### config.mk
export PLATFORM = sky130hd
export DESIGN_NAME = branch_predictor_pht_flat
export DESIGN_NICKNAME = d
export VERILOG_FILES = /design/src/rtl/bp_pkg.sv /design/src/rtl/branch_predictor_pht_if.sv /design/src/rtl/bp_sat_ctr.sv /design/src/rtl/branch_predictor_pht.sv /design/src/flat_wrapper.sv
export SDC_FILE = /design/constraint.sdc
export NUM_CORES = 1
export LEC_CHECK = 0
export CELL_PAD_IN_SITES_DETAIL_PLACEMENT = 0
export CELL_PAD_IN_SITES_GLOBAL_PLACEMENT = 1
export CORE_UTILIZATION = 40
export CTS_CLUSTER_SIZE = 8
export DETAILED_ROUTE_END_ITERATION = 7
export PLACE_DENSITY_LB_ADDON = 0.08
export SETUP_SLACK_MARGIN = 0.1
export SLEW_MARGIN = 20
export SYNTH_ARGS = -nofsm -noshare
export SYNTH_HDL_FRONTEND = slang
export SYNTH_SLANG_ARGS = --single-unit
### constraint.sdc
create_clock -name clk_i -period 6.7 [get_ports clk_i]
set_input_delay 1.005 -clock clk_i [delete_from_list [all_inputs] [get_ports clk_i]]
set_output_delay 1.005 -clock clk_i [all_outputs]
set_load 0.01 [all_outputs]
### src/rtl/bp_pkg.sv
// Shared types and helpers for the PC-indexed pattern history table predictor.
// Holds the sweep FSM state type and counter saturation limits.
package bp_pkg;

    typedef enum logic {
        BP_INIT = 1'b0,
        BP_RUN  = 1'b1
    } bp_state_e;

    localparam int CTR_MIN = 0;

    function automatic int bp_clog2(input int value);
        int result;
        result = 0;
        while ((1 << result) < value) begin
            result = result + 1;
        end
        return result;
    endfunction

    function automatic int ctr_max(input int width);
        return (1 << width) - 1;
    endfunction

endpackage

### src/rtl/branch_predictor_pht_if.sv
// Lookup (ID stage) and resolution (EX stage) bundle between the pipeline and the PHT.
// The pipeline side is the master; the predictor is the slave.
interface branch_predictor_pht_if #(
    parameter int PC_W  = 32,
    parameter int IDX_W = 6
);
    logic [PC_W-1:0]  lookup_pc;
    logic             predict;
    logic [IDX_W-1:0] predict_idx;
    logic             update_valid;
    logic [IDX_W-1:0] update_idx;
    logic             update_taken;
    logic             update_mispred;

    modport master (
        output lookup_pc, update_valid, update_idx, update_taken, update_mispred,
        input  predict, predict_idx
    );

    modport slave (
        input  lookup_pc, update_valid, update_idx, update_taken, update_mispred,
        output predict, predict_idx
    );
endinterface

### src/rtl/bp_sat_ctr.sv
// Next-value logic for one CTR_W-bit saturating up/down counter.
module bp_sat_ctr
    import bp_pkg::*;
#(
    parameter int CTR_W = 2
)(
    input  logic [CTR_W-1:0] cur_ctr,
    input  logic             taken,
    output logic [CTR_W-1:0] next_ctr
);
    localparam logic [CTR_W-1:0] MAX_VAL = CTR_W'(ctr_max(CTR_W));
    localparam logic [CTR_W-1:0] MIN_VAL = CTR_W'(CTR_MIN);

    always_comb begin
        next_ctr = cur_ctr;
        if (taken) begin
            if (cur_ctr != MAX_VAL) begin
                next_ctr = cur_ctr + CTR_W'(1);
            end
        end else if (cur_ctr != MIN_VAL) begin
            next_ctr = cur_ctr - CTR_W'(1);
        end
    end
endmodule

### src/rtl/branch_predictor_pht.sv
// PC-indexed pattern history table of saturating counters with an init sweep and perf counters.
// Define BP_GSHARE_EN to XOR a non-speculative global history register into the index.
module branch_predictor_pht
    import bp_pkg::*;
#(
    parameter int ENTRIES  = 64,
    parameter int CTR_W    = 2,
    parameter int CTR_INIT = 2,
    parameter int PC_W     = 32,
    parameter int GHR_W    = 6,
    parameter int STAT_W   = 32
)(
    input  logic                  clk_i,
    input  logic                  rst_i,
    input  logic                  clear_i,
    branch_predictor_pht_if.slave bus,
    output logic                  ready_o,
    output logic [STAT_W-1:0]     stat_branches_o,
    output logic [STAT_W-1:0]     stat_mispred_o
);
    localparam int IDX_W = bp_clog2(ENTRIES);
    localparam logic [IDX_W-1:0] LAST_IDX = IDX_W'(ENTRIES - 1);

    bp_state_e        state;
    bp_state_e        state_next;
    logic [IDX_W-1:0] sweep_ptr;
    logic [CTR_W-1:0] pht [0:ENTRIES-1];
    logic [IDX_W-1:0] pc_idx;
    logic [IDX_W-1:0] lookup_idx;
    logic [CTR_W-1:0] ctr_next;
    logic             pht_we;
    logic [IDX_W-1:0] pht_wr_idx;
    logic [CTR_W-1:0] pht_wr_data;
    logic             unused_pc_bits;

    assign pc_idx         = bus.lookup_pc[IDX_W+1:2];
    assign unused_pc_bits = ^{bus.lookup_pc[PC_W-1:IDX_W+2], bus.lookup_pc[1:0]};

`ifdef BP_GSHARE_EN
    logic [GHR_W-1:0] ghr;

    // History follows resolution order, so it only advances on updates the table accepts.
    always_ff @(posedge clk_i) begin
        if (!rst_i) begin
            ghr <= '0;
        end else if (clear_i) begin
            ghr <= '0;
        end else if (state == BP_RUN && bus.update_valid) begin
            ghr <= GHR_W'({ghr, bus.update_taken});
        end
    end

    assign lookup_idx = pc_idx ^ IDX_W'(ghr);
`else
    localparam int unused_ghr_w = GHR_W;
    assign lookup_idx = pc_idx;
`endif

    always_ff @(posedge clk_i) begin
        if (!rst_i) begin
            state     <= BP_INIT;
            sweep_ptr <= '0;
        end else begin
            state <= state_next;
            if (clear_i || state == BP_RUN || sweep_ptr == LAST_IDX) begin
                sweep_ptr <= '0;
            end else begin
                sweep_ptr <= sweep_ptr + IDX_W'(1);
            end
        end
    end

    always_comb begin
        state_next = state;
        if (clear_i) begin
            state_next = BP_INIT;
        end else if (state == BP_INIT && sweep_ptr == LAST_IDX) begin
            state_next = BP_RUN;
        end
    end

    // A clear in the same cycle as a resolution drops the update.
    always_comb begin
        ready_o     = 1'b0;
        pht_we      = 1'b0;
        pht_wr_idx  = bus.update_idx;
        pht_wr_data = ctr_next;
        if (state == BP_INIT) begin
            pht_we      = 1'b1;
            pht_wr_idx  = sweep_ptr;
            pht_wr_data = CTR_W'(CTR_INIT);
        end else begin
            ready_o = 1'b1;
            pht_we  = bus.update_valid && !clear_i;
        end
    end

    bp_sat_ctr #(.CTR_W(CTR_W)) u_sat_ctr (
        .cur_ctr  (pht[bus.update_idx]),
        .taken    (bus.update_taken),
        .next_ctr (ctr_next)
    );

    always_ff @(posedge clk_i) begin
        if (pht_we) begin
            pht[pht_wr_idx] <= pht_wr_data;
        end
    end

    assign bus.predict_idx = lookup_idx;
    assign bus.predict     = ready_o & pht[lookup_idx][CTR_W-1];

    // Perf counters keep counting through the sweep and survive clear_i.
    always_ff @(posedge clk_i) begin
        if (!rst_i) begin
            stat_branches_o <= '0;
            stat_mispred_o  <= '0;
        end else if (bus.update_valid) begin
            if (stat_branches_o != '1) begin
                stat_branches_o <= stat_branches_o + STAT_W'(1);
            end
            if (bus.update_mispred && stat_mispred_o != '1) begin
                stat_mispred_o <= stat_mispred_o + STAT_W'(1);
            end
        end
    end
endmodule

### src/flat_wrapper.sv
// flat-port wrapper written by rule: the top's interface ports become plain ports
module branch_predictor_pht_flat import bp_pkg::*;
#(
    parameter int ENTRIES  = 64,
    parameter int CTR_W    = 2,
    parameter int CTR_INIT = 2,
    parameter int PC_W     = 32,
    parameter int GHR_W    = 6,
    parameter int STAT_W   = 32
)
  (clk_i, rst_i, clear_i, ready_o, stat_branches_o, stat_mispred_o, bus_lookup_pc, bus_update_valid, bus_update_idx, bus_update_taken, bus_update_mispred, bus_predict, bus_predict_idx);
  branch_predictor_pht_if #(.PC_W(PC_W), .IDX_W((6))) bus_i ();
  input  logic clk_i;
  input  logic rst_i;
  input  logic clear_i;
  output logic ready_o;
  output logic [STAT_W-1:0] stat_branches_o;
  output logic [STAT_W-1:0] stat_mispred_o;
  input wire logic [$bits(bus_i.lookup_pc)-1:0] bus_lookup_pc;
  input wire logic [$bits(bus_i.update_valid)-1:0] bus_update_valid;
  input wire logic [$bits(bus_i.update_idx)-1:0] bus_update_idx;
  input wire logic [$bits(bus_i.update_taken)-1:0] bus_update_taken;
  input wire logic [$bits(bus_i.update_mispred)-1:0] bus_update_mispred;
  output wire logic [$bits(bus_i.predict)-1:0] bus_predict;
  output wire logic [$bits(bus_i.predict_idx)-1:0] bus_predict_idx;
  assign bus_i.lookup_pc = bus_lookup_pc;
  assign bus_i.update_valid = bus_update_valid;
  assign bus_i.update_idx = bus_update_idx;
  assign bus_i.update_taken = bus_update_taken;
  assign bus_i.update_mispred = bus_update_mispred;
  assign bus_predict = bus_i.predict;
  assign bus_predict_idx = bus_i.predict_idx;
  branch_predictor_pht #(.ENTRIES(ENTRIES), .CTR_W(CTR_W), .CTR_INIT(CTR_INIT), .PC_W(PC_W), .GHR_W(GHR_W), .STAT_W(STAT_W)) u_core (.clk_i(clk_i), .rst_i(rst_i), .clear_i(clear_i), .bus(bus_i), .ready_o(ready_o), .stat_branches_o(stat_branches_o), .stat_mispred_o(stat_mispred_o));
endmodule
== After elaboration in Yosys (flattened, before gate mapping) ==
Memories as Yosys holds them, arrays and structs flattened.
Cells that the tools add are included.

* Flip-flop bits (word level): 71
* Logic and storage cells: 37
* RAM bits: 128
* Memories: 1

* Bitwise gates (word level): 3
* Add/subtract/negate cells: 5
* Reductions and logical operators: 11
* Mux-type cells: 9
* Eq/ne operators: 4

{| class="wikitable"
|+ Memories
! memory !! words !! width !! read ports !! clocked after memory_dff !! write ports !! line !! source
|-
| u_core.pht || 64 || 2 || 2 || 0 || 1 || branch_predictor_pht.sv:27 || <nowiki>logic [CTR_W-1:0] pht [0:ENTRIES-1];</nowiki>
|}

{| class="wikitable"
|+ Operators with widths
! cell !! count
|-
| adder 32 x 1 -> 32 bit (second input constant) || 2
|-
| inequality test 32 bit (second input constant) || 2
|-
| 2-to-1 mux 2 bit || 4
|-
| adder 6 x 1 -> 6 bit (second input constant) || 1
|-
| equality test 6 bit (second input constant) || 1
|-
| 2-to-1 mux 6 bit || 1
|-
| 2-to-1 mux 1 bit || 4
|-
| AND reduction 2 bit || 2
|-
| OR reduction 2 bit || 2
|-
| logical AND 1 bit || 3
|-
| adder 2 x 1 -> 2 bit (second input constant) || 1
|-
| logical OR 1 bit || 2
|-
| inequality test 2 bit (second input constant) || 1
|-
| NOT 1 bit || 2
|-
| nonzero test 2 bit || 1
|-
| subtractor 2 x 1 -> 2 bit (second input constant) || 1
|-
| bitwise AND 1 bit || 1
|-
| zero test 1 bit || 1
|}

== Logic depth before layout (Yosys ltp) ==
Gate-level depths: netlist of run 1.

* Word-level depth: 5
* Mapped depth: 9

== Hierarchy ==
From an unflattened synthesis of run 1, not the netlist that was laid out.

* Cells, all modules: 817
* Area, all modules: 9629.2 um^2

{| class="wikitable"
|+ By module, submodules not included
! module !! sequential area each (um^2) !! cells an instance !! area each (um^2) !! instances
|-
| branch_predictor_pht || 5265.0 || 814 || 9603.0 || 1
|-
| bp_sat_ctr || 0.0 || 3 || 26.3 || 1
|}

== Least setup slack after synthesis of run 1 ==
OpenSTA, ideal clock, no wires.

* Kind: input port to flip-flop
* Start: input port bus_update_idx[1]
* End: memory u_core.pht[0][1], data pin
* Required time: 6.112 ns
* Arrival: 4.378 ns
* Stages: 8
* Slack: 1.733 ns
* Cell sequence: buf_2 > clkbuf_1 > mux4_2 > a22oi_1 > and4_1 > o21ai_0 > nand2_1 > a31oi_1

* Cells in the longest elaborated chain, start to end: 5

{| class="wikitable"
|+ Ends and longest elaborated chain
! element !! line !! source
|-
| start, declared || flat_wrapper.sv:21 || <nowiki>input wire logic [$bits(bus_i.update_idx)-1:0] bus_update_idx;</nowiki>
|-
| memory (64 x 2 bit) (*) || -- ||
|-
| subtractor 2 x 1 -> 2 bit (tied with other cells) || bp_sat_ctr.sv:21 || <nowiki>next_ctr = cur_ctr - CTR_W'(1);</nowiki>
|-
| 2-to-1 mux 2 bit (on tied branches) || bp_sat_ctr.sv:20, bp_sat_ctr.sv:17 ||
|-
| 2-to-1 mux 2 bit (*) || bp_sat_ctr.sv:16 || <nowiki>if (taken) begin</nowiki>
|-
| 2-to-1 mux 2 bit (*) || branch_predictor_pht.sv:88 || <nowiki>if (state == BP_INIT) begin</nowiki>
|-
| named net u_core.pht_wr_data[1] || branch_predictor_pht.sv:33 || <nowiki>logic [CTR_W-1:0] pht_wr_data;</nowiki>
|-
| end, declared || branch_predictor_pht.sv:27 ||
|}

The timed path passes the listed nets; every way through them passes the cells marked *.

== Worst setup path after layout of run 1 ==
* Start: input port bus_lookup_pc[2]
* End: output port bus_predict

* Cells in the longest elaborated chain, start to end: 2

{| class="wikitable"
|+ Ends and longest elaborated chain
! element !! line !! source
|-
| start, declared || flat_wrapper.sv:19 || <nowiki>input wire logic [$bits(bus_i.lookup_pc)-1:0] bus_lookup_pc;</nowiki>
|-
| memory (64 x 2 bit) || -- ||
|-
| bitwise AND 1 bit || branch_predictor_pht.sv:111 || <nowiki>assign bus.predict = ready_o & pht[lookup_idx][CTR_W-1];</nowiki>
|-
| end, declared || flat_wrapper.sv:24 || <nowiki>output wire logic [$bits(bus_i.predict)-1:0] bus_predict;</nowiki>
|}

No other way between the ends.

==> results of run 1 <==
[layout make-up]
cell class,count,area [um^2],share of cell area
clock inverter,15,186,0.0167
timing repair buffer,98,948,0.0851
clock buffer,17,425,0.0382
multi-input combinational,514,3870,0.348
inverter,15,56.3,0.00505
sequential,199,5270,0.472
tap,313,392,0.0351
[metrics by stage]
step | utilization | area, um^2 | power [uW]
floorplan | - | 9370 | 1410
global placement | 0.463 | 10500 | 1450
detailed placement | 0.463 | 10500 | 1450
CTS | 0.489 | 11100 | 2510
global route | 0.489 | 11100 | 2570
finish | 0.489 | 11100 | 2490
[cells by family after synthesis]
family                     share of synthesized area
AOI/OAI and AO/OA                             0.0681
buffers and inverters                         0.0267
and+or+nand+nor                                0.161
adders and majority gates                    0.00400
muxes                                          0.139
xor gates and xnor gates                      0.0392
DFF                                            0.562
[worst max-delay path, cell delays in order]
cell	delay [ns]
sky130_fd_sc_hd__clkdlybuf4s50_1	0.90
sky130_fd_sc_hd__buf_4	0.33
sky130_fd_sc_hd__mux4_2	0.52
sky130_fd_sc_hd__mux4_2	0.49
sky130_fd_sc_hd__mux4_2	0.46
sky130_fd_sc_hd__and2_1	0.16
sky130_fd_sc_hd__clkdlybuf4s50_1	0.47
[how the worst min path moves through the flow]
| stage | from | to | cells past startpoint |
|---|---|---|---|
| after floorplan | u_core.sweep_ptr[0] | u_core.sweep_ptr[0] | 1 |
| after global placement | u_core.stat_mispred_o[15] | u_core.stat_mispred_o[15] | 2 |
| after detailed placement | u_core.stat_mispred_o[15] | u_core.stat_mispred_o[15] | 2 |
| after CTS | u_core.stat_mispred_o[15] | u_core.stat_mispred_o[15] | 2 |
| after global routing | u_core.stat_mispred_o[15] | u_core.stat_mispred_o[15] | 2 |
| final | u_core.stat_mispred_o[15] | u_core.stat_mispred_o[15] | 2 |
[per-layer routing]
metal	vias to the layer above	GRT usage	part of all wire
met4	0	0.0731	0.021
met2	193	0.337	0.50
met3	33	0.0465	0.059
met1	3204	0.243	0.42
met5	-	0	0
li1	3052	-	-
[power groups by stage]
| stage | clock (uW) | sequential (uW) | combinational (uW) |
|---|---|---|---|
| 2_1_floorplan | 0 | 1320 | 84.2 |
| 3_3_place_gp | 0 | 1320 | 127 |
| 3_5_place_dp | 0 | 1320 | 129 |
| 4_1_cts | 1090 | 1300 | 129 |
| 5_1_grt | 1140 | 1300 | 137 |
| 6_report | 1060 | 1300 | 127 |
[state kept, by name (all words and copies together), names as in the netlist]
| signal | cells |
|---|---|
| u_core.stat_mispred_o | 32 |
| u_core.sweep_ptr | 6 |
| u_core.stat_branches_o | 32 |
| u_core.state | 1 |
| u_core.pht | 128 |
[cell usage in the layout, fill, tap and decap left out, drive strengths merged, types with 7 or more instances in the layout]
master         netlist  final
clkbuf              23     17
xnor2               23     23
nor2b                7      7
and4                11     11
and3                13     13
mux4                52     52
a211oi              12     12
nor2               119    119
or3                 14     14
nand4               16     16
a21oi               23     23
mux2i                9      9
xor2                19     19
clkdlybuf4s50        0     87
nand3               27     27
nand2               60     60
nor3                 7      7
dfxtp               71     71
inv                 15     23
buf                 17     11
edfxtp             128    128
o21ai               23     23
[synth_stat cells, types with 2 or more instances]
library cell and n:
sky130_fd_sc_hd__nor2b_1 7, sky130_fd_sc_hd__a31o_2 4, sky130_fd_sc_hd__nand4_1 16, sky130_fd_sc_hd__o31ai_1 4, sky130_fd_sc_hd__dfxtp_1 71, sky130_fd_sc_hd__nor4b_1 2
sky130_fd_sc_hd__edfxtp_1 128, sky130_fd_sc_hd__o21ai_0 21, sky130_fd_sc_hd__xnor2_1 23, sky130_fd_sc_hd__clkbuf_1 23, sky130_fd_sc_hd__buf_4 7, sky130_fd_sc_hd__nor2_1 119
sky130_fd_sc_hd__or3_1 14, sky130_fd_sc_hd__or4_1 5, sky130_fd_sc_hd__a21o_1 2, sky130_fd_sc_hd__a31oi_1 3, sky130_fd_sc_hd__a21oi_1 23, sky130_fd_sc_hd__or2_2 2
sky130_fd_sc_hd__mux2_2 4, sky130_fd_sc_hd__buf_2 8, sky130_fd_sc_hd__inv_1 15, sky130_fd_sc_hd__o22ai_1 2, sky130_fd_sc_hd__and4_1 11, sky130_fd_sc_hd__nand3b_1 2
sky130_fd_sc_hd__o21ai_1 2, sky130_fd_sc_hd__mux2i_1 9, sky130_fd_sc_hd__nand3_1 27, sky130_fd_sc_hd__nand2b_1 6, sky130_fd_sc_hd__xor2_1 19, sky130_fd_sc_hd__nor4_1 4
sky130_fd_sc_hd__mux4_2 52, sky130_fd_sc_hd__a22oi_1 6, sky130_fd_sc_hd__o211ai_1 6, sky130_fd_sc_hd__nor3_1 6, sky130_fd_sc_hd__and2_1 4, sky130_fd_sc_hd__nand2_1 60
sky130_fd_sc_hd__ha_1 3, sky130_fd_sc_hd__a22o_1 2, sky130_fd_sc_hd__a211oi_1 12, sky130_fd_sc_hd__and3_1 13
==> out/qor.txt, run 1 <==
Status -> finished clean
Initial antenna violation count -> 0
Maximum root-to-sink buffer count -> 2
Global placement routability congestion -> 0.770
Reg2Reg Launch Point -> u_core.pht[54][0]
Sequential fraction of design power -> 0.521
Critical path start-end classification -> primary input to primary output
Launching element type of the critical path -> primary input
Final critical-path setup slack -> 1.35 ns
Clock root buffer master -> sky130_fd_sc_hd__clkbuf_16
Worst clock skew -> 0.0132 ns
Setup repair after global routing missed its margin -> false
Critical Path AT -> 4.34 ns
Sum of routed wire length over all layers -> 22,800 um
Proportion of netlist area held by the largest area contributor -> 0.410
Top cells by area, synth -> sky130_fd_sc_hd__edfxtp_1, sky130_fd_sc_hd__dfxtp_1, sky130_fd_sc_hd__mux4_2, sky130_fd_sc_hd__nor2_1, sky130_fd_sc_hd__nand2_1
IO Pins -> 116
Launching element of the worst setup path -> bus_lookup_pc[2]
H-tree levels -> 4
Critical path required time -> 5.69 ns
Minimum setup slack among reg-to-reg paths -> 3.58 ns
Count of mapped cells out of synthesis -> 768
Horiz. Die Dim -> 155 um
Register area share after synthesis -> 0.562
Synth area leader -> sky130_fd_sc_hd__edfxtp_1
Number of diodes -> 0
First-pass GRT wire length -> 35,800 um
Wire per inst -> 19.5 um
Max Transition Viols Final -> 0
Final global-route overflow total -> 0
Nature of the critical path endpoint -> primary output
Proportion of layout cells with a drive suffix above 1 -> 0.128
Worst voltage drop across the vdd grid -> 0.149 mV
Standby leakage power -> 0.00352 uW
Number of search-and-repair iterations in the first detailed-routing pass -> 5
Mapped Area -> 9370 um^2
Cell total after placement -> 1,139
Critical-path maximum fanout -> 10
Cell Int Power -> 1920 uW
Clock Latency Late Sink -> 0.44 ns
Power share of the clock group -> 0.428
Avg Synthesized Cell Area -> 12.2 um^2
Share of synthesized registers carrying an async set or reset -> 0
Flip-flop and latch count after synthesis -> 199
End of the critical path -> bus_predict
Vias -> 6,482
Count of max-cap constraint violations -> 0
Clock-pin slew on the worst setup and hold paths -> 0.07 ns
Die height -> 155 um
Fraction of power consumed by combinational cells -> 0.051
Final worst-path cycle share -> 0.798
Cell depth of the worst flop-to-flop path -> 7
Area growth from synthesis to final layout -> 18.9%
Core Region -> 22,800 um^2
Number of global-route vias before repair -> 6,527
Switching power -> 564 uW
Final setup vio count -> 0
Primary flip-flop cell chosen by synthesis mapping -> sky130_fd_sc_hd__edfxtp_1
Number of buffer cells added on primary ports -> 89
Min cycle time layout -> 5.35 ns
Reg2reg end -> u_core.pht[41][0]
Number of gates resized after cts -> 0
GR Util All Layers -> 0.197
Post-placement worst setup slack -> 1.28 ns
Number of unique standard cell types used by synthesis -> 61
Fmax achieved -> 187 MHz
Number of buffers created by CTS -> 17
Worst hold slack after final layout -> 0.497 ns
Total die area -> 24,100 um^2
Yosys warning count -> 0
Post-layout nets -> 892
Post-synth net total -> 815
Core Rows -> 55
Tightest Pin Transition -> 1.05 ns
Iter 0 DRT Violations -> 338
Number of flops mapped to enable cells by yosys -> 128
HPWL Detailed -> 15,600 um
Layout Cells excl Fill -> 1,171
Sinks on the clock net -> 199
Maximum number of pins on one net before global-route repair -> 49
Count of buffers added by post-CTS timing repair for setup -> 0
Count of endpoints failing hold in the final timing report -> 0
Initial core utilization -> 0.412
Fillers -> 2,043
Cell area power density -> 223 nW/um^2
Detail Route Antenna Nets -> 0
CTS tree -> done
Post-detailed-route via-to-cell ratio -> 5.54
Post-cts hold buffer count -> 0
Aggregate negative setup slack -> 0 ns
Switch share -> 0.227
Max_slew headroom -> 0.298
Remaining DRCs -> 0
Hold crit path type -> flop to flop
(Power assumes the default switching activity.)
==> run 2, diff against run 1 <==
==> constraint.sdc (replaced) <==
create_clock -name clk_i -period 5 [get_ports clk_i]
set_input_delay 0.75 -clock clk_i [delete_from_list [all_inputs] [get_ports clk_i]]
set_output_delay 0.75 -clock clk_i [all_outputs]
set_load 0.01 [all_outputs]
==> run 2 against run 1 <==
Wire length increased by 3.6%. Largest power group unchanged. Sequential share of layout area decreased by 0.39 points. Setup slack got worse by 0.74 ns. Global-route usage increased by 0.63 points. Non-clock buffer count increased by 5. Via count increased by 1.2%. Cell count increased by 0.43%. Combinational power increased by 39%. Count of clock-buffer cells in the layout unchanged.
==> out/qor.txt, run 2 (synthesized netlist as in run 1, its figures left out) <==
First-pass GRT wire length -> 37,000 um (was 35,800 um)
Clock root buffer master -> sky130_fd_sc_hd__clkbuf_16 (unchanged)
Maximum root-to-sink buffer count -> 2 (unchanged)
Highest metal layer with signal wires -> met4 (unchanged)
Routed length on met1 -> 10,700 um (was 9500 um)
Status -> finished clean (unchanged)
GR Util All Layers -> 0.204 (was 0.197)
Combined buffer and inverter count along the critical path -> 3 (unchanged)
Final worst-path cycle share -> 0.878
Largest reg by FF count -> u_core.pht (unchanged)
Number of buffers created by CTS -> 17 (unchanged)
Wire per inst -> 20.1 um (was 19.5 um)
Critical path start-end classification -> primary input to primary output (unchanged)
Setup repair after global routing missed its margin -> false (unchanged)
Number of diodes -> 0 (unchanged)
Area growth from synthesis to final layout -> 19.9% (was 18.9%)
Number of flip-flops under the largest register name -> 128 (unchanged)
Number of buffer cells added on primary ports -> 89 (unchanged)
Aggregate negative setup slack -> 0 ns (unchanged)
Most frequent cell on the critical path -> sky130_fd_sc_hd__mux4_2 (unchanged)
IO Pins -> 116 (unchanged)
Post-detailed-route via-to-cell ratio -> 5.58 (was 5.54)
HPWL Detailed -> 16,300 um (was 15,600 um)
Cell area power density -> 304 nW/um^2 (was 223 nW/um^2)
Remaining DRCs -> 0 (unchanged)
Number of global-route vias before repair -> 6,528 (was 6,527)
Fmax achieved -> 228 MHz
Final global-route overflow total -> 0 (unchanged)
Worst voltage drop across the vdd grid -> 0.175 mV (was 0.149 mV)
Sinks on the clock net -> 199 (unchanged)
Biggest cell delay along the critical path -> 0.54 ns (was 0.90 ns)
Critical path required time -> 4.25 ns (was 5.69 ns)
Global placement routability congestion -> 0.851 (was 0.770)
Initial antenna violation count -> 0 (unchanged)
Standby leakage power -> 0.00356 uW (was 0.00352 uW)
Tightest Pin Transition -> 1.05 ns (about the same)
Count of endpoints failing hold in the final timing report -> 0 (unchanged)
CTS tree -> done (unchanged)
Max_slew headroom -> 0.298 (about the same)
H-tree levels -> 4 (unchanged)
Clock Latency Late Sink -> 0.44 ns (about the same)
Hold crit path type -> flop to flop (unchanged)
Slowest library cell on the worst path -> sky130_fd_sc_hd__mux4_2 (was sky130_fd_sc_hd__clkdlybuf4s50_1)
Die height -> 155 um (unchanged)
Design Power -> 3420 uW (was 2490 uW)
Cell breakdown of the critical path -> clkdlybuf4s50_1, buf_12, mux4_2, mux4_2, mux4_2, and2_1, clkdlybuf4s50_1 (was clkdlybuf4s50_1, buf_4, mux4_2, mux4_2, mux4_2, and2_1, clkdlybuf4s50_1)
Critical-path maximum fanout -> 17 (was 10)
Proportion of layout cells with a drive suffix above 1 -> 0.133 (was 0.128)
Vias -> 6,563 (was 6,482)
Number of gates resized after cts -> 0 (unchanged)
Core Rows -> 55 (unchanged)
Maximum number of pins on one net before global-route repair -> 50 (was 49)
Min cycle time layout -> 4.39 ns
Final setup vio count -> 0 (unchanged)
Nature of the critical path endpoint -> primary output (unchanged)
Core Region -> 22,800 um^2 (unchanged)
Post-layout nets -> 897 (was 892)
Most common cell after layout, fill and taps aside -> sky130_fd_sc_hd__edfxtp_1 (unchanged)
Horiz. Die Dim -> 155 um (unchanged)
Iter 0 DRT Violations -> 359 (was 338)
Minimum setup slack among reg-to-reg paths -> 2.09 ns (was 3.58 ns)
Count of buffers added by post-CTS timing repair for setup -> 0 (unchanged)
Routed wl met3 -> 1180 um (was 1340 um)
Total die area -> 24,100 um^2 (unchanged)
Met2 wire length -> 11,400 um (was 11,500 um)
Critical Path AT -> 3.64 ns (was 4.34 ns)
Initial core utilization -> 0.412 (unchanged)
Count of max-cap constraint violations -> 0 (unchanged)
Largest regs -> u_core.pht: 128 flops, u_core.stat_branches_o: 32 flops, u_core.stat_mispred_o: 32 flops (unchanged)
Sum of routed wire length over all layers -> 23,700 um (was 22,800 um)
Worst clock skew -> 0.0155 ns (was 0.0132 ns)
Number of search-and-repair iterations in the first detailed-routing pass -> 5 (unchanged)
Max Transition Viols Final -> 0 (unchanged)
Clock-pin slew on the worst setup and hold paths -> 0.07 ns (about the same)
Detail Route Antenna Nets -> 0 (unchanged)
Post-cts hold buffer count -> 0 (unchanged)
Launching element type of the critical path -> primary input (unchanged)
Commonest cells after routing, fill and taps aside -> sky130_fd_sc_hd__edfxtp_1, sky130_fd_sc_hd__nor2_1, sky130_fd_sc_hd__clkdlybuf4s50_1 (unchanged)
Worst path top cell family by delay -> multiplexers (was buffers and inverters)
[run 2: cell types whose count changed in the layout (fill, tap and decap cells not counted), sizes merged]
| cell | before | now |
|---|---|---|
| bufinv | 2 | 4 |
| clkinv | 5 | 3 |
| inv | 23 | 20 |
| buf | 11 | 16 |
| clkinvlp | 0 | 3 |
[run 2: per-layer routing]
layer | up-vias | track usage
met2 | 168 | 0.337
li1 | 3073 | -
met4 | 0 | 0.0618
met1 | 3301 | 0.268
met3 | 21 | 0.0437
met5 | - | 0
[run 2: area by class of cell]
class | instances | area (um^2)
fill | 2015 | 11500
sequential | 199 | 5270
multi-input combinational | 514 | 3870
timing repair buffer | 103 | 1010
clock buffer | 17 | 425
tap | 313 | 392
clock inverter | 15 | 218
inverter | 15 | 56.3
[run 2: metrics by stage]
stage          utilization  setup slack (ns)  cells  hold slack, ns  cell area [um^2]
2_1_floorplan            -             0.288    768           0.445              9370
3_3_place_gp         0.465             0.614   1144           0.473             10600
3_5_place_dp         0.465             0.589   1144           0.482             10600
4_1_cts              0.493             0.593   1176           0.509             11200
5_1_grt              0.493             0.519   1176           0.541             11200
6_report             0.493             0.610   1176           0.500             11200
[run 2: worst paths after layout]
path                                              endpoint  depth (start not counted)                       from
worst max-delay path                           bus_predict                          7           bus_lookup_pc[2]
worst min register to register   u_core.stat_mispred_o[15]                          2  u_core.stat_mispred_o[15]
worst min-delay path             u_core.stat_mispred_o[15]                          2  u_core.stat_mispred_o[15]
worst max register to register  u_core.stat_branches_o[25]                          6  u_core.stat_branches_o[4]
[run 2: report_power, final]
part / total (uW) / switching [uW] / internal (uW)
Clock: 1500 / 652 / 852
Combinational: 176 / 93.3 / 82.9
Sequential: 1740 / 5.43 / 1730
[run 2: worst register-to-register path, delay by kind of cell (launching register included)]
kind	cells	cell delay (ns)
flops	1	0.41
compound gates	1	0.16
simple gates	5	2.27
==> run 3, diff against run 2 <==
--- a/config.mk
+++ b/config.mk
@@ -10,8 +10,9 @@
 export CORE_UTILIZATION = 40
 export CTS_CLUSTER_SIZE = 8
 export DETAILED_ROUTE_END_ITERATION = 7
+export MAX_ROUTING_LAYER = met4
 export PLACE_DENSITY_LB_ADDON = 0.08
-export SETUP_SLACK_MARGIN = 0.1
+export SETUP_SLACK_MARGIN = 0.15
 export SLEW_MARGIN = 20
 export SYNTH_ARGS = -nofsm -noshare
 export SYNTH_HDL_FRONTEND = slang
==> run 3 against run 2 <==
Largest cell class unchanged. Final area unchanged. Die area unchanged. Sequential power about the same. Largest power group unchanged. Wire length decreased by 0.14%. Non-clock buffer count unchanged. Fmax decreased by 0.11%. Global-route usage increased by 0.63 points. Sequential share of layout area unchanged. First-iteration DRC count decreased by 0.28%.
==> out/qor.txt, run 3 (synthesized netlist as in run 1, its figures left out) <==
Clock-pin slew on the worst setup and hold paths -> 0.07 ns (about the same)
Die height -> 155 um (unchanged)
Clock Latency Late Sink -> 0.44 ns (about the same)
Largest regs -> u_core.pht: 128 flops, u_core.stat_branches_o: 32 flops, u_core.stat_mispred_o: 32 flops (unchanged)
IO Pins -> 116 (unchanged)
Final global-route overflow total -> 0 (unchanged)
Critical path start-end classification -> primary input to primary output (unchanged)
H-tree levels -> 4 (unchanged)
Number of flip-flops under the largest register name -> 128 (unchanged)
Maximum number of pins on one net before global-route repair -> 50 (unchanged)
Max Transition Viols Final -> 0 (unchanged)
Iter 0 DRT Violations -> 358 (was 359)
Remaining DRCs -> 0 (unchanged)
Design Power -> 3420 uW (about the same)
Final worst-path cycle share -> 0.879 (was 0.878)
Maximum root-to-sink buffer count -> 2 (unchanged)
Final setup vio count -> 0 (unchanged)
Standby leakage power -> 0.00356 uW (unchanged)
Max_slew headroom -> 0.313 (was 0.298)
Layout Cells excl Fill -> 1,176 (unchanged)
Core Region -> 22,800 um^2 (unchanged)
Post-layout nets -> 897 (unchanged)
Number of search-and-repair iterations in the first detailed-routing pass -> 5 (unchanged)
Minimum setup slack among reg-to-reg paths -> 2.11 ns (was 2.09 ns)
Number of buffers created by CTS -> 17 (unchanged)
Detail Route Antenna Nets -> 0 (unchanged)
Critical Path AT -> 3.64 ns (about the same)
Cell depth of the worst flop-to-flop path -> 6 (unchanged)
First-pass GRT wire length -> 36,900 um (was 37,000 um)
Vias -> 6,572 (was 6,563)
Min cycle time layout -> 4.39 ns (about the same)
HPWL Detailed -> 16,300 um (unchanged)
Global placement routability congestion -> 0.865 (was 0.851)
Fmax achieved -> 228 MHz (about the same)
Number of buffer cells added on primary ports -> 89 (unchanged)
Wire per inst -> 20.1 um (about the same)
Count of buffers added by post-CTS timing repair for setup -> 0 (unchanged)
Most common cell after layout, fill and taps aside -> sky130_fd_sc_hd__edfxtp_1 (unchanged)
CTS tree -> done (unchanged)
Aggregate negative setup slack -> 0 ns (unchanged)
Horiz. Die Dim -> 155 um (unchanged)
Final core area utilization -> 0.493 (unchanged)
Count of max-cap constraint violations -> 0 (unchanged)
Initial antenna violation count -> 0 (unchanged)
Sinks on the clock net -> 199 (unchanged)
Proportion of layout cells with a drive suffix above 1 -> 0.133 (unchanged)
Area occupied by registers -> 5270 um^2 (unchanged)
Setup repair after global routing missed its margin -> false (unchanged)
Area growth from synthesis to final layout -> 19.9% (unchanged)
Critical path required time -> 4.25 ns (about the same)
Cell area power density -> 304 nW/um^2 (about the same)
Footprint of the multi-input gates -> 3870 um^2 (unchanged)
Count of endpoints failing hold in the final timing report -> 0 (unchanged)
Worst clock skew -> 0.0156 ns (was 0.0155 ns)
Nature of the critical path endpoint -> primary output (unchanged)
Post-detailed-route via-to-cell ratio -> 5.59 (was 5.58)
Tightest Pin Transition -> 1.03 ns (was 1.05 ns)
Critical-path maximum fanout -> 17 (unchanged)
Worst Hold Depth -> 2 (unchanged)
Number of gates resized after cts -> 0 (unchanged)
Sum of routed wire length over all layers -> 23,600 um (was 23,700 um)
Clock root buffer master -> sky130_fd_sc_hd__clkbuf_16 (unchanged)
Hold crit path type -> flop to flop (unchanged)
Cell total after placement -> 1,144 (unchanged)
Initial core utilization -> 0.412 (unchanged)
Launching element type of the critical path -> primary input (unchanged)
Post-cts hold buffer count -> 0 (unchanged)
Status -> finished clean (unchanged)
Total die area -> 24,100 um^2 (unchanged)
Largest reg by FF count -> u_core.pht (unchanged)
Core Rows -> 55 (unchanged)
Number of diodes -> 0 (unchanged)
Number of global-route vias before repair -> 6,524 (was 6,528)
Fillers -> 2,015 (unchanged)
Commonest cells after routing, fill and taps aside -> sky130_fd_sc_hd__edfxtp_1, sky130_fd_sc_hd__nor2_1, sky130_fd_sc_hd__clkdlybuf4s50_1 (unchanged)
Worst voltage drop across the vdd grid -> 0.177 mV (was 0.175 mV)
GR Util All Layers -> 0.210 (was 0.204)
## run 3: path summary, 6_finish.rpt
path	startpoint	to
hold / removal	u_core.stat_mispred_o[15]	u_core.stat_mispred_o[15]
hold reg to reg	u_core.stat_mispred_o[15]	u_core.stat_mispred_o[15]
setup reg to reg	u_core.stat_branches_o[4]	u_core.stat_branches_o[25]
setup / recovery	bus_lookup_pc[2]	bus_predict
## run 3: routing by layer
layer | GRT usage | part of all wire | vias to the layer above
li1 | - | - | 3072
met1 | 0.267 | 0.45 | 3296
met2 | 0.337 | 0.48 | 179
met3 | 0.0462 | 0.057 | 25
met4 | 0.0603 | 0.016 | 0
met5 | - | 0 | -
## run 3: cell type report
| class | count | area share |
|---|---|---|
| multi-input combinational | 514 | 0.345 |
| clock buffer | 17 | 0.0378 |
| tap | 313 | 0.0348 |
| clock inverter | 15 | 0.0194 |
| timing repair buffer | 103 | 0.0899 |
| sequential | 199 | 0.468 |
| inverter | 15 | 0.00501 |
## run 3: where the power goes
part | leakage (uW) | internal (uW) | total [uW] | switching, uW
sequential | 0.00174 | 1730 | 1740 | 5.44
clock | 0.000305 | 852 | 1510 | 654
combinational | 0.00152 | 83.0 | 176 | 93.4
total | 0.00356 | 2670 | 3420 | 753
## run 3: worst max-delay path, cell delays in order
cell                              delay, ns
sky130_fd_sc_hd__clkdlybuf4s50_1       0.50
sky130_fd_sc_hd__buf_12                0.20
sky130_fd_sc_hd__mux4_2                0.54
sky130_fd_sc_hd__mux4_2                0.51
sky130_fd_sc_hd__mux4_2                0.48
sky130_fd_sc_hd__and2_1                0.17
sky130_fd_sc_hd__clkdlybuf4s50_1       0.48
## run 3: stage by stage
stage / worst slack, ns / cell area (um^2) / hold slack, ns
global placement: 0.614 / 10600 / 0.473
detailed placement: 0.589 / 10600 / 0.482
finish: 0.606 / 11200 / 0.502
global route: 0.519 / 11200 / 0.541
CTS: 0.593 / 11200 / 0.509
floorplan: 0.288 / 9370 / 0.445
